**config.mk**
```make
export PLATFORM = sky130hd
export DESIGN_NAME = spi_cmd_slave
export DESIGN_NICKNAME = d
export VERILOG_FILES = /design/src/rtl/spi_cmd_slave.sv
export SDC_FILE = /design/constraint.sdc
export NUM_CORES = 1
export LEC_CHECK = 0
export ABC_AREA = 0
export ABC_CLOCK_PERIOD_IN_PS = 3400
export BUFFER_PORTS_ARGS = -buffer_cell sky130_fd_sc_hd__buf_2
export CAP_MARGIN = 20
export CORE_MARGIN = 1.5
export CORE_UTILIZATION = 59
export CTS_CLUSTER_SIZE = 28
export DETAILED_ROUTE_END_ITERATION = 7
export HOLD_SLACK_MARGIN = 0.06
export PLACE_DENSITY_LB_ADDON = 0.15
export SYNTH_ARGS = -nofsm -noshare
export SYNTH_HDL_FRONTEND = slang
export SYNTH_SLANG_ARGS = --single-unit
export TNS_END_PERCENT = 50
```
**constraint.sdc**
```tcl
create_clock -name clk -period 3.4 [get_ports clk]
set_input_delay 0.51 -clock clk [delete_from_list [all_inputs] [get_ports clk]]
set_output_delay 0.51 -clock clk [all_outputs]
set_load 0.03 [all_outputs]
```
**src/rtl/spi_cmd_slave.sv**
```systemverilog
// SPI mode-0 command slave for the register host-access port.
// Oversamples SCLK/MOSI/SS in the core clock domain and decodes
// {RW, reserved, addr, data} frames, MSB first.
// It issues single-cycle write/read strobes and returns read data
// serially on MISO in the data phase of the same frame.
module spi_cmd_slave #(
  parameter int ADDR_W      = 14,
  parameter int DATA_W      = 16,
  parameter int SYNC_STAGES = 2,
  parameter int READ_LAT    = 1
) (
  input  logic              clk,
  input  logic              rst,
  input  logic              SCLK,
  input  logic              MOSI,
  input  logic              SS,
  output logic              MISO,
  output logic              wr_en,
  output logic              rd_en,
  output logic [ADDR_W-1:0] addr,
  output logic [DATA_W-1:0] write_data,
  input  logic [DATA_W-1:0] read_data,
  output logic              frame_err,
  output logic              busy
);

  localparam int HDR_BITS = 2 + ADDR_W;
  localparam int FL       = HDR_BITS + DATA_W;
  // The receive shifter only ever needs to hold the header or the data field.
  localparam int SR_W     = (HDR_BITS > DATA_W) ? HDR_BITS : DATA_W;
  localparam int CNT_W    = $clog2(FL + 2);

  typedef enum logic [1:0] {
    IDLE = 2'd0,
    HDR  = 2'd1,
    DATA = 2'd2,
    DONE = 2'd3
  } state_t;

  state_t state_q, state_d;

  logic [SYNC_STAGES-1:0] sclk_s, mosi_s, ss_s;
  logic                   sclk_rise, sclk_fall, ss_fall, ss_rise;
  logic                   mosi_bit, sample_en, frame_bad;

  logic [CNT_W-1:0]       bit_cnt;
  logic [SR_W-1:0]        rx_sr;
  logic [DATA_W-1:0]      tx_sr;
  logic                   rw_q;
  logic [READ_LAT-1:0]    rd_vld_p;
  logic                   rd_capture;

  logic                   hdr_done, rd_d, wr_d, err_d;

  // ---- input synchronisers ----
  // Pins pass through SYNC_STAGES flops; idle state is SCLK=0, MOSI=0, SS=1.
  always_ff @(posedge clk or posedge rst) begin
    if (rst) begin
      sclk_s <= '0;
      mosi_s <= '0;
      ss_s   <= '1;
    end else begin
      sclk_s <= {sclk_s[SYNC_STAGES-2:0], SCLK};
      mosi_s <= {mosi_s[SYNC_STAGES-2:0], MOSI};
      ss_s   <= {ss_s[SYNC_STAGES-2:0], SS};
    end
  end

  // Edges come from the last two synchroniser stages.
  assign sclk_rise = sclk_s[SYNC_STAGES-2] & ~sclk_s[SYNC_STAGES-1];
  assign sclk_fall = ~sclk_s[SYNC_STAGES-2] & sclk_s[SYNC_STAGES-1];
  assign ss_rise   = ss_s[SYNC_STAGES-2] & ~ss_s[SYNC_STAGES-1];
  assign ss_fall   = ~ss_s[SYNC_STAGES-2] & ss_s[SYNC_STAGES-1];
  assign mosi_bit  = mosi_s[SYNC_STAGES-1];

  // SCLK activity counts only inside a frame; the SS-rise cycle closes the frame.
  assign sample_en = sclk_rise && (state_q != IDLE) && !ss_rise;
  assign frame_bad = (bit_cnt != '0) && (bit_cnt != CNT_W'(FL));

  // ---- frame FSM ----
  // State register.
  always_ff @(posedge clk or posedge rst) begin
    if (rst) state_q <= IDLE;
    else     state_q <= state_d;
  end

  // Next state plus strobe requests.
  // An SS rise always wins and closes the frame.
  always_comb begin
    state_d  = state_q;
    hdr_done = 1'b0;
    rd_d     = 1'b0;
    wr_d     = 1'b0;
    err_d    = 1'b0;
    case (state_q)
      IDLE: begin
        if (ss_fall) state_d = HDR;
      end
      HDR: begin
        if (ss_rise) begin
          state_d = IDLE;
          err_d   = frame_bad;
        end else if (bit_cnt == CNT_W'(HDR_BITS)) begin
          state_d  = DATA;
          hdr_done = 1'b1;
          rd_d     = ~rx_sr[HDR_BITS-1];
        end
      end
      DATA: begin
        if (ss_rise) begin
          state_d = IDLE;
          err_d   = frame_bad;
        end else if (bit_cnt == CNT_W'(FL)) begin
          state_d = DONE;
          wr_d    = rw_q;
        end
      end
      DONE: begin
        if (ss_rise) begin
          state_d = IDLE;
          err_d   = frame_bad;
        end
      end
      default: state_d = IDLE;
    endcase
  end

  // ---- receive path ----
  // Bit counter is cleared between frames and saturates one past a full frame,
  // so overlong frames remain distinguishable from complete ones.
  always_ff @(posedge clk or posedge rst) begin
    if (rst) begin
      bit_cnt <= '0;
    end else if (state_q == IDLE || ss_rise) begin
      bit_cnt <= '0;
    end else if (sample_en && bit_cnt != CNT_W'(FL + 1)) begin
      bit_cnt <= bit_cnt + CNT_W'(1);
    end
  end

  // The receive shifter is data only.
  // It is fully refilled before any field is taken from it.
  always_ff @(posedge clk) begin
    if (sample_en) rx_sr <= {rx_sr[SR_W-2:0], mosi_bit};
  end

  // The frame direction is latched at header completion.
  // It steers MISO and the write strobe for the rest of the frame.
  always_ff @(posedge clk or posedge rst) begin
    if (rst)           rw_q <= 1'b0;
    else if (hdr_done) rw_q <= rx_sr[HDR_BITS-1];
  end

  // ---- register-port outputs ----
  // Strobes are registered and last one cycle.
  // addr updates at every completed header.
  always_ff @(posedge clk or posedge rst) begin
    if (rst) begin
      wr_en      <= 1'b0;
      rd_en      <= 1'b0;
      frame_err  <= 1'b0;
      addr       <= '0;
      write_data <= '0;
    end else begin
      wr_en     <= wr_d;
      rd_en     <= rd_d;
      frame_err <= err_d;
      if (hdr_done) addr <= rx_sr[ADDR_W-1:0];
      if (wr_d)     write_data <= rx_sr[DATA_W-1:0];
    end
  end

  assign busy = (state_q != IDLE);

  // ---- read return path ----
  // Delay line marks the cycle READ_LAT after rd_en when read_data is valid.
  always_ff @(posedge clk or posedge rst) begin
    if (rst) begin
      rd_vld_p <= '0;
    end else begin
      rd_vld_p[0] <= rd_en;
      for (int i = 1; i < READ_LAT; i++) rd_vld_p[i] <= rd_vld_p[i-1];
    end
  end

  assign rd_capture = rd_vld_p[READ_LAT-1];

  // The transmit shifter loads the read word.
  // It then moves one bit per SCLK fall during a read data phase.
  always_ff @(posedge clk) begin
    if (rd_capture)
      tx_sr <= read_data;
    else if (sclk_fall && state_q == DATA && !rw_q && !ss_rise)
      tx_sr <= {tx_sr[DATA_W-2:0], 1'b0};
  end

  // MISO presents the next read bit on each SCLK fall, in read frames only.
  // It is held low in IDLE and HDR and is cleared when SS rises.
  always_ff @(posedge clk or posedge rst) begin
    if (rst)
      MISO <= 1'b0;
    else if (state_q == IDLE || state_q == HDR || ss_rise)
      MISO <= 1'b0;
    else if (state_q == DATA && sclk_fall && !rw_q)
      MISO <= tx_sr[DATA_W-1];
  end

endmodule

```
==> results.ini <==
[critical_path]
end_kind = register
worstPathMaxFanout = 15
worstPathRequired_ns = 3.64
cp.arrival_ns = 2.40
critPathSlowestCell = nor3_4
startpoint_type = register
cp_top_family = simple AND/OR/NAND/NOR gates
path_class = reg -> reg
crit_chain = inv_1 > ha_1 > nand4_2 > nor3_4 > mux2_2
cp.buffers_inverters = 1
max_stage_delay_ns = 0.70

[die]
die_w_um = 76.6
core_um2 = 5170
die_area_um2 = 5860
io_pins = 56
start_util_pct = 61.8
num_rows = 26
die_y_um = 76.6

[yosys]
ys_ff_latch = 82
synth_edf_count = 32
synth_warnings = 0
synth_area_per_cell_um2 = 17.1
synth_ff_type = dfrtp_1
synth_cells = 187
synth_area_um2 = 3190
syn_nets = 211
synth_cell_types = 37
synth_seq_area_share_pct = 69.3
ys_async_sr_fraction_pct = 61.0

[route]
drt_wl_total_um = 5290
drtPass1Iterations = 4
antenna_left = 0
drt-initial-drc-count = 124
vias = 1732
wl_per_cell_um = 16.2
viasPerCell = 5.30
drc_errors = 0

[clocking]
clkSlewWorstSetupHoldPaths_ns = 0.08
clock_latency_ns = 0.35
cts_max_path_buffers = 2
cts_resized = 0
holdBufCountCts = 0
cts.sinks = 82
root_buffer = clkbuf_8
post-cts-setup-buffers = 0
htreeDepth = 3
cts_made_buffers = 9
cts_tree = yes

[sta]
fin_ws_ns = 1.25
timing.hold.ws_ns = 0.0978
finalCritPeriodShare_pct = 63.4
setup_viol = 0
worstMarginPinSlew_ns = 0.782
fmax_mhz = 464
fin_worst_skew_ns = 0.00742
slew_viol_final = 0
report.final.hold_viol_count = 0
min_period_ns = 2.15
fin_setup_tns_ns = 0
rsz0062_at_grt = false
slew_headroom_pct = 47.7

[global_routing]
grt_use_total_pct = 19.8
grt_max_degree = 51
busiest_layer = met2
grtUsageMet3_pct = 7.78
grt_pass1_wl_um = 8650
antenna_found_initial = 0
grt_pass1_vias = 1718
gr-usage-met2_pct = 29.8
met1_usage_pct = 26.9
grt-ovfl-total = 0

[min_path]
worstHoldPathType = in -> async

[place]
gp_congestion = 0.818
hpwlAfterDp_um = 3410
post-place-ws_ns = 1.22
io_buffers = 55

[finish]
synthToLayoutAreaGrowth_pct = 17.7
finalNetCount = 276
drive_gt1_share_pct = 50.2
antenna_cells = 0
post-route-util_pct = 72.7

[power_and_ir_drop]
vdd_drop_max_uv = 294
powerDensity_nw_per_um2 = 478
p_leak_nw = 1.73

[run_status]
outcome = finished, final reports clean

[run]
maxCapViolCount = 0

flip-flops by register name, summed over array words and instances, names as in the netlist, 2 cells and up:
signal      cells
addr           14
bit_cnt         6
mosi_s          2
rx_sr          16
sclk_s          2
ss_s            2
state_q         2
tx_sr          16
write_data     16
path summary, 6_finish.rpt:
check	start	cells after the start	endpoint	slack (ns)
max	bit_cnt[0]$_DFFE_PP0P_	5	addr[5]$_DFFE_PP0P_	1.25
max reg2reg	bit_cnt[0]$_DFFE_PP0P_	5	addr[5]$_DFFE_PP0P_	1.25
max in group asynchronous	rst	3	ss_s[1]$_DFF_PP1_	2.75
min in group clk	SS	1	ss_s[0]$_DFF_PP1_	0.26
min	rst	2	addr[2]$_DFFE_PP0P_	0.1
min reg2reg	mosi_s[0]$_DFF_PP0_	0	mosi_s[1]$_DFF_PP0_	0.36
cell families (layout without fill, tap and decap cells):
family | Yosys count | after routing | synth area share (%)
buf+inv | 8 | 78 | 1.41
mux | 48 | 48 | 17.9
simple gates | 33 | 33 | 7.09
xor+xnor | 4 | 4 | 1.10
compound gates | 9 | 9 | 2.00
fa+ha+maj | 3 | 3 | 1.18
flops | 82 | 82 | 69.3
power breakdown:
part           internal (mW)  switching [mW]
clock                  0.344           0.355
sequential              1.04         0.00969
combinational         0.0205          0.0330
synth_stat cells (2+ instances only):
master | instances | area share, %
nor2_1 | 7 | 0.82
dfrtp_1 | 48 | 38
ha_1 | 3 | 1.2
mux2_2 | 37 | 13
nand2_1 | 7 | 0.82
nand2b_1 | 3 | 0.59
nand4_1 | 2 | 0.39
mux2i_1 | 2 | 0.63
xor2_1 | 3 | 0.82
dfstp_2 | 2 | 1.6
inv_1 | 4 | 0.47
and2b_1 | 2 | 0.47
mux2_4 | 9 | 4.2
edfxtp_1 | 32 | 30
clkbuf_1 | 2 | 0.24
a31oi_1 | 2 | 0.39
a21oi_1 | 2 | 0.31
cell usage in the layout, fill, tap and decap left out, drive strengths merged, types with 2 or more instances in the layout:
cell type and n:
buf 58, dfrtp 48, mux2 46, edfxtp 32, clkbuf 9, nor2 8, nand2 7, inv 7
nand2b 3, xor2 3, ha 3, nand4 3, and2b 2, mux2i 2, a21oi 2, a31oi 2
clkinvlp 2, dfstp 2, nor4b 2, nor2b 2
per-stage QoR:
stage	instances	area (um^2)	total power [mW]
floorplan	187	3190	1.09
global placement	310	3540	1.12
global route	327	3760	1.87
CTS	326	3740	1.81
detailed placement	310	3540	1.12
finish	327	3760	1.80
final cells by class:
type | count | area, um^2
Timing Repair Buffer | 58 | 310
Sequential cell | 82 | 2210
Tap cell | 70 | 87.6
Clock buffer | 9 | 124
Clock inverter | 7 | 75.1
Inverter | 4 | 15.0
Multi-Input combinational cell | 97 | 935
Fill cell | 338 | 1410
layer usage:
layer  share of wire [%]  vias up
met4                0.87        0
li1                    -      806
met3                 5.2        5
met1                  46      878
met5                   0        -
met2                  48       43
Note: power is estimated with default switching activity, not from simulation.
